## config.mk

```make
export PLATFORM = sky130hd
export DESIGN_NAME = feistel_round_ctrl_flat
export DESIGN_NICKNAME = d
export VERILOG_FILES = /design/src/rtl/feistel_round_ctrl_if.sv /design/src/rtl/feistel_round_ctrl.sv /design/src/flat_wrapper.sv
export SDC_FILE = /design/constraint.sdc
export NUM_CORES = 1
export LEC_CHECK = 0
export ABC_AREA = 1
export CORE_MARGIN = 4
export CORE_UTILIZATION = 30
export DETAILED_ROUTE_END_ITERATION = 8
export PLACE_DENSITY = 0.68
export RECOVER_POWER = 100
export SKIP_CTS_REPAIR_TIMING = 1
export SYNTH_ARGS = -nofsm -noshare
export SYNTH_HDL_FRONTEND = slang
export SYNTH_SLANG_ARGS = --single-unit
```

## constraint.sdc

```tcl
create_clock -name clk -period 2 [get_ports clk]
set_input_delay 0.3 -clock clk [delete_from_list [all_inputs] [get_ports clk]]
set_output_delay 0.3 -clock clk [all_outputs]
set_load 0.01 [all_outputs]
```

## src/rtl/feistel_round_ctrl_if.sv

```systemverilog
// Request, result and Feistel-datapath signals of feistel_round_ctrl.
// in_decrypt exists only when FEISTEL_CTRL_DECRYPT_EN is defined.
interface feistel_round_ctrl_if;
    logic        in_valid;
    logic        in_ready;
    logic [63:0] in_block;
    logic [47:0] in_seed;
`ifdef FEISTEL_CTRL_DECRYPT_EN
    logic        in_decrypt;
`endif
    logic [31:0] f_left;
    logic [31:0] f_right;
    logic [47:0] f_key;
    logic [31:0] f_left_out;
    logic [31:0] f_right_out;
    logic        out_valid;
    logic        out_ready;
    logic [63:0] out_block;
    logic        busy;

    // master: requester, consumer and the external Feistel function
    modport master (
        output in_valid, in_block, in_seed,
`ifdef FEISTEL_CTRL_DECRYPT_EN
        output in_decrypt,
`endif
        input  in_ready,
        input  f_left, f_right, f_key,
        output f_left_out, f_right_out,
        input  out_valid, out_block, busy,
        output out_ready
    );

    // slave: the round controller
    modport slave (
        input  in_valid, in_block, in_seed,
`ifdef FEISTEL_CTRL_DECRYPT_EN
        input  in_decrypt,
`endif
        output in_ready,
        output f_left, f_right, f_key,
        input  f_left_out, f_right_out,
        output out_valid, out_block, busy,
        input  out_ready
    );
endinterface

```

## src/rtl/feistel_round_ctrl.sv

```systemverilog
// Sequences NUM_ROUNDS passes of an external Feistel function with an LFSR key schedule.
// Optional macro FEISTEL_CTRL_DECRYPT_EN adds in_decrypt and the KEYFWD key pre-advance state.
module feistel_round_ctrl #(
    parameter int NUM_ROUNDS = 16
) (
    input  logic               clk,
    input  logic               rst_n,
    feistel_round_ctrl_if.slave bus
);

    localparam logic [1:0] S_IDLE   = 2'd0;
`ifdef FEISTEL_CTRL_DECRYPT_EN
    localparam logic [1:0] S_KEYFWD = 2'd1;
`endif
    localparam logic [1:0] S_ROUND  = 2'd2;
    localparam logic [1:0] S_DONE   = 2'd3;

    localparam logic [4:0]  LAST_RND = 5'(NUM_ROUNDS - 1);
    localparam logic [47:0] SEED_FIX = 48'h0000_0000_0001;

`ifdef FEISTEL_CTRL_DECRYPT_EN
    localparam logic [4:0]  LAST_FWD = 5'(NUM_ROUNDS - 2);
    localparam bit          HAS_FWD  = (NUM_ROUNDS > 1);
`endif

    logic [1:0]  state_q, state_d;
    logic [31:0] l_q, l_d;
    logic [31:0] r_q, r_d;
    logic [47:0] key_q, key_d;
    logic [4:0]  rnd_q, rnd_d;
`ifdef FEISTEL_CTRL_DECRYPT_EN
    logic        dec_q, dec_d;
`endif

    logic        in_ready;
    logic        out_valid;
    logic        in_round;
    logic        accept;
    logic [47:0] seed_eff;

    function automatic logic [47:0] lfsr_fwd(input logic [47:0] k);
        return {k[46:0], k[47] ^ k[46] ^ k[20] ^ k[19]};
    endfunction

`ifdef FEISTEL_CTRL_DECRYPT_EN
    // Exact inverse of lfsr_fwd: recovers the bit shifted out of the top.
    function automatic logic [47:0] lfsr_rev(input logic [47:0] k);
        return {k[0] ^ k[47] ^ k[21] ^ k[20], k[47:1]};
    endfunction
`endif

    assign in_ready  = (state_q == S_IDLE);
    assign out_valid = (state_q == S_DONE);
    assign in_round  = (state_q == S_ROUND);
    assign accept    = bus.in_valid & in_ready;
    // An all-zero LFSR would never leave zero, so substitute a fixed nonzero seed.
    assign seed_eff  = (bus.in_seed == '0) ? SEED_FIX : bus.in_seed;

    always_comb begin
        // NOTE: every next-state variable gets a hold default first, so no path infers a latch.
        state_d = state_q;
        l_d     = l_q;
        r_d     = r_q;
        key_d   = key_q;
        rnd_d   = rnd_q;
`ifdef FEISTEL_CTRL_DECRYPT_EN
        dec_d   = dec_q;
`endif
        case (state_q)
            S_IDLE: begin
                if (accept) begin
                    l_d     = bus.in_block[63:32];
                    r_d     = bus.in_block[31:0];
                    key_d   = seed_eff;
                    rnd_d   = '0;
                    state_d = S_ROUND;
`ifdef FEISTEL_CTRL_DECRYPT_EN
                    dec_d   = bus.in_decrypt;
                    if (bus.in_decrypt && HAS_FWD) begin
                        state_d = S_KEYFWD;
                    end
`endif
                end
            end
`ifdef FEISTEL_CTRL_DECRYPT_EN
            // Walk the key to the last round's value so decryption can step backwards.
            S_KEYFWD: begin
                key_d = lfsr_fwd(key_q);
                if (rnd_q == LAST_FWD) begin
                    rnd_d   = '0;
                    state_d = S_ROUND;
                end else begin
                    rnd_d = rnd_q + 5'd1;
                end
            end
`endif
            S_ROUND: begin
                l_d   = bus.f_left_out;
                r_d   = bus.f_right_out;
                rnd_d = rnd_q + 5'd1;
`ifdef FEISTEL_CTRL_DECRYPT_EN
                key_d = dec_q ? lfsr_rev(key_q) : lfsr_fwd(key_q);
`else
                key_d = lfsr_fwd(key_q);
`endif
                if (rnd_q == LAST_RND) begin
                    state_d = S_DONE;
                end
            end
            S_DONE: begin
                if (bus.out_ready) begin
                    state_d = S_IDLE;
                end
            end
            default: state_d = S_IDLE;
        endcase
    end

    // NOTE: sequential state uses non-blocking assignments so every register samples pre-edge values.
    always_ff @(posedge clk or negedge rst_n) begin
        if (!rst_n) begin
            state_q <= S_IDLE;
            l_q     <= '0;
            r_q     <= '0;
            key_q   <= '0;
            rnd_q   <= '0;
`ifdef FEISTEL_CTRL_DECRYPT_EN
            dec_q   <= 1'b0;
`endif
        end else begin
            state_q <= state_d;
            l_q     <= l_d;
            r_q     <= r_d;
            key_q   <= key_d;
            rnd_q   <= rnd_d;
`ifdef FEISTEL_CTRL_DECRYPT_EN
            dec_q   <= dec_d;
`endif
        end
    end

    assign bus.in_ready  = in_ready;
    assign bus.busy      = ~in_ready;
    assign bus.out_valid = out_valid;
    // Final swap: the result is presented as {R, L}.
    assign bus.out_block = out_valid ? {r_q, l_q} : 64'd0;
    assign bus.f_left    = in_round ? l_q   : 32'd0;
    assign bus.f_right   = in_round ? r_q   : 32'd0;
    assign bus.f_key     = in_round ? key_q : 48'd0;

endmodule

```

## src/flat_wrapper.sv

```systemverilog
// flat-port wrapper written by rule: the top's interface ports become plain ports
module feistel_round_ctrl_flat 
#(
    parameter int NUM_ROUNDS = 16
)
  (clk, rst_n, bus_in_valid, bus_in_block, bus_in_seed, bus_in_ready, bus_f_left, bus_f_right, bus_f_key, bus_f_left_out, bus_f_right_out, bus_out_valid, bus_out_block, bus_busy, bus_out_ready);
  feistel_round_ctrl_if bus_i ();
  input  logic clk;
  input  logic rst_n;
  input wire logic [$bits(bus_i.in_valid)-1:0] bus_in_valid;
  input wire logic [$bits(bus_i.in_block)-1:0] bus_in_block;
  input wire logic [$bits(bus_i.in_seed)-1:0] bus_in_seed;
  output wire logic [$bits(bus_i.in_ready)-1:0] bus_in_ready;
  output wire logic [$bits(bus_i.f_left)-1:0] bus_f_left;
  output wire logic [$bits(bus_i.f_right)-1:0] bus_f_right;
  output wire logic [$bits(bus_i.f_key)-1:0] bus_f_key;
  input wire logic [$bits(bus_i.f_left_out)-1:0] bus_f_left_out;
  input wire logic [$bits(bus_i.f_right_out)-1:0] bus_f_right_out;
  output wire logic [$bits(bus_i.out_valid)-1:0] bus_out_valid;
  output wire logic [$bits(bus_i.out_block)-1:0] bus_out_block;
  output wire logic [$bits(bus_i.busy)-1:0] bus_busy;
  input wire logic [$bits(bus_i.out_ready)-1:0] bus_out_ready;
  assign bus_i.in_valid = bus_in_valid;
  assign bus_i.in_block = bus_in_block;
  assign bus_i.in_seed = bus_in_seed;
  assign bus_in_ready = bus_i.in_ready;
  assign bus_f_left = bus_i.f_left;
  assign bus_f_right = bus_i.f_right;
  assign bus_f_key = bus_i.f_key;
  assign bus_i.f_left_out = bus_f_left_out;
  assign bus_i.f_right_out = bus_f_right_out;
  assign bus_out_valid = bus_i.out_valid;
  assign bus_out_block = bus_i.out_block;
  assign bus_busy = bus_i.busy;
  assign bus_i.out_ready = bus_out_ready;
  feistel_round_ctrl #(.NUM_ROUNDS(NUM_ROUNDS)) u_core (.clk(clk), .rst_n(rst_n), .bus(bus_i));
endmodule
```

After elaboration in Yosys (flattened, before gate mapping) --
Cells that the tools add are included.
Storage, ports and cells: output and inout port bits 179, bits of input ports 180, register bits 119, logic and storage cells 39
Operators by class: reductions and logical operators 5, equal/unequal tests 6, add/sub/neg operators 1, muxes and demuxes 17, bitwise gates (word level) 5
Operator list (number):
- 48-bit two-way mux | 3
- 32-bit two-way mux | 4
- 32-bit one-hot mux with 2 select lines | 2
- 48-bit one-hot mux with 2 select lines | 1
- 64-bit two-way mux | 1
- 48-bit logical NOT | 1
- 5-bit one-hot mux with 2 select lines | 1
- 2-bit two-way mux | 3
- 2-bit != test (second input constant) | 3
- 2-bit one-hot mux with 3 select lines | 1
- 5-bit by 1-bit adder with 5-bit output (second input constant) | 1
- 5-bit by 4-bit equality test with 1-bit output (second input constant) | 1
- 5-bit two-way mux | 1
- 2-bit equality test (second input constant) | 2
- 3-bit AND reduction | 1
- 1-bit XOR | 3
- 2-bit logical NOT | 1
- 2-bit AND reduction | 1
- 2-bit nonzero test | 1
- 1-bit AND | 1
- 1-bit inverter | 1

Depth between registers and ports, before layout --
depth after elaboration 4, gate-level depth with buffers 10, gate-level depth less buffers 10

Least setup slack after synthesis --
OpenSTA, ideal clock, no wires.
path type reg-to-output, from reg u_core.state_q[0], to out bus_f_left[0], stages on the path, launching flop included 7, required time 1.700 ns, slack 0.467 ns, path buffers 3, arrival 1.233 ns, cell sequence dfrtp_1 inv_1 nand2_1 buf_2 buf_2 buf_2 nor2_1
Between the ends: longest elaborated chain between the ends 2
Ends and longest elaborated chain:
- start: declaration | line feistel_round_ctrl.sv:26 | logic [1:0] state_q, state_d;
- start signal: assignment | line feistel_round_ctrl.sv:131 | state_q <= state_d;
- 2-bit equality test | line feistel_round_ctrl.sv:54 | assign in_round = (state_q == S_ROUND);
- 32-bit two-way mux | line feistel_round_ctrl.sv:147 | assign bus.f_left = in_round ? l_q : 32'd0;
- end: declaration | line flat_wrapper.sv:14 | output wire logic [$bits(bus_i.f_left)-1:0] bus_f_left;
Every way passes these cells.

Final worst setup path --
Same ends and word-level chain as after synthesis.

==> results.py <==
metrics = {
    "status": {
        "status": "finished, final reports clean",
    },
    "clocking": {
        "clk_latency_ns": 0.41,
        "htree_levels": 4,
        "root_buffer": "clkbuf_16",
        "cts.sinks": 119,
        "cts_buffer_depth": 2,
        "cts_tree": "done",
        "clk_pin_slew_worst_paths_ns": 0.06,
        "cts_inserted_buffers": 17,
    },
    "critical_path": {
        "cp_max_fo": 18,
        "arrival_ns": 1.69,
        "startpoint_type": "flip-flop",
        "worst-path-buf-inv": 4,
        "rr_startpoint": "u_core.state_q[1]",
        "crit_path_end_kind": "primary output",
        "crit_path_max_incr_delay_ns": 0.46,
        "cp_top_family": "buffers and inverters",
        "ff2ff_setup_slack_ns": 0.13,
        "reg2regPathDepth": 9,
        "crit_type": "reg2out",
        "crit_slowest_cell": "dfrtp_2",
        "cp_cell_sequence": "clkinv_4 > nand2_8 > buf_12 > buf_12 > nor2_1 > dlymetal6s2s_1",
        "cpMostUsedCell": "buf_12",
        "crit_required_ns": 1.70,
        "r2r-end": "u_core.key_q[8]",
        "cp.depth": 6,
    },
    "route": {
        "drtAntennaViolNets": 0,
        "drtIter0Drc": 502,
        "drt_wl_total_mm": 27.2,
        "wl_per_cell_um": 16.6,
        "route.detailed.drc": 0,
        "via_per_inst": 4.60,
        "drt_first_pass_iters": 5,
        "vias": 7554,
    },
    "power_and_ir_drop": {
        "p_per_area_nw_per_um2": 1590,
        "ir_worst_vdd_mv": 0.803,
        "leakage_nw": 7.38,
    },
    "sta": {
        "tightest_slew_ns": 1.14,
        "rsz0062_at_grt": "yes",
        "clock_skew_ns": 0.00807,
        "fin_crit_ns": 1.99,
        "drv_slew": 0,
        "setup-tns-final_ns": 0,
        "timing.fmax_mhz": 504,
        "finalSetupViolations": 0,
        "post-route-period-util": 0.993,
        "setup_slack_ns": 0.0141,
        "hold_viol_final": 0,
        "holdWs_ns": 0.206,
        "slew_headroom": 0.241,
    },
    "worst_hold_path": {
        "min_path_type": "in2async",
    },
    "layout": {
        "area_delta_synth_final_pct": 74.4,
        "antenna_cells": 0,
        "utilization": 0.537,
        "fin_cells": 1643,
        "fin_nets": 1499,
        "final_layout_size_suffix_gt1_frac": 0.143,
    },
    "run": {
        "maxCapViolCount": 0,
    },
    "yosys": {
        "seq_area_frac_synth": 0.423,
        "netlist_instances": 959,
        "ys_ff_latch": 119,
        "mappedNetlistNets": 1141,
        "synth_area_um2": 7030,
        "avgSynthCellArea_um2": 7.33,
        "synth-simple-area-share": 0.289,
        "synth_xor_xnor_area_share": 0.00125,
        "synth_mux_area_frac": 0,
        "synthDistinctLibCells": 25,
        "synth_top_family_by_area": "simple AND/OR/NAND/NOR gates",
        "synth_adder_area_share": 0.00356,
        "synth_compound_area_frac": 0.166,
        "ys_warn_count": 0,
    },
    "placed_design": {
        "io_buffers": 358,
        "dp.cells": 1600,
        "globalplace.congestion": 0.911,
        "place_worst_setup_slack_ns": -0.00516,
        "dpl.hpwl_mm": 19.7,
    },
    "grt": {
        "antenna_found_initial": 0,
        "overflow": 0,
        "grt_pass1_wl_mm": 40.2,
        "grt_pass1_vias": 7405,
        "grt_use_total": 0.193,
        "grt_start_max_net_pins": 119,
    },
    "floorplanning": {
        "core_um2": 22800,
        "fp.dieArea_um2": 26000,
        "placementRows": 55,
        "initial_core_util": 0.308,
        "dieWidth_um": 161,
        "io_pins": 359,
        "die_height_um": 161,
    },
}
==> state kept, by name, indices dropped and copies added (netlist names) <==
name and cells:
u_core.key_q 48, u_core.r_q 32, u_core.rnd_q 5, u_core.state_q 2, u_core.l_q 32
==> cell type report <==
type | instances | area, um^2
clock buffer | 19 | 443
clock inverter | 13 | 218
fill | 2145 | 10600
inverter | 120 | 463
multi-input combinational | 658 | 3360
sequential | 119 | 2980
tap | 313 | 392
timing repair buffer | 401 | 4410
==> cells by family (layout without fill, tap and decap cells) <==
family | after synthesis | in the layout
simple gates | 536 | 537
buf+inv | 183 | 553
fa+ha+maj | 2 | 2
compound gates | 118 | 118
xor+xnor | 1 | 1
flops | 119 | 119
==> how the worst max path moves through the flow <==
stage / start / to
floorplan: u_core.state_q[0] / bus_f_left[0]
global placement: u_core.state_q[1] / bus_out_block[23]
detailed placement: u_core.state_q[1] / bus_out_block[63]
CTS: u_core.state_q[1] / bus_out_block[63]
global route: u_core.state_q[0] / bus_f_left[0]
finish: u_core.state_q[0] / bus_f_left[0]
==> cells in the final DEF, fill, tap and decap left out, types with 23 or more instances in the layout <==
cell             instances
dlymetal6s2s_1         155
inv_1                  116
dfrtp_1                117
buf_4                   23
nand2_1                141
nor2_1                 364
clkdlybuf4s50_1        178
a22oi_1                 46
o31ai_2                 58
==> synth_stat cells, drive strengths merged <==
library cell  count  area share
a22o              1      0.0012
o31ai            64        0.11
ha                2      0.0036
or2               1     0.00089
o21ai             3      0.0021
nor2            389        0.21
nand3             1     0.00071
o221ai            1      0.0012
inv             120       0.064
clkbuf            8      0.0043
o22ai             2      0.0018
nand2           143       0.076
a22oi            46       0.049
dfrtp           119        0.42
xor2              1      0.0012
buf              55       0.049
nand4             2      0.0018
a21oi             1     0.00071
==> report_power, final <==
part           total (W)  internal [W]  switching [W]
Clock            0.00346       0.00226        0.00120
Combinational     0.0118       0.00541        0.00637
Sequential       0.00425       0.00370       0.000549
Total             0.0195        0.0114        0.00811
==> metrics by stage <==
step | power [W] | instance area, um^2
3_5_place_dp | 0.0162 | 11100
6_report | 0.0195 | 12300
3_3_place_gp | 0.0161 | 11100
5_1_grt | 0.0210 | 12300
2_1_floorplan | 0.0105 | 7030
4_1_cts | 0.0198 | 11700
==> routing by layer <==
metal / share of wire / up-vias / global-route usage
met2: 0.48 / 306 / 0.327
met5: 0 / - / 0
li1: - / 3695 / -
met4: 0.017 / 0 / 0.0527
met3: 0.080 / 34 / 0.0487
met1: 0.42 / 3519 / 0.245
Power figures use the tool's default switching activity.
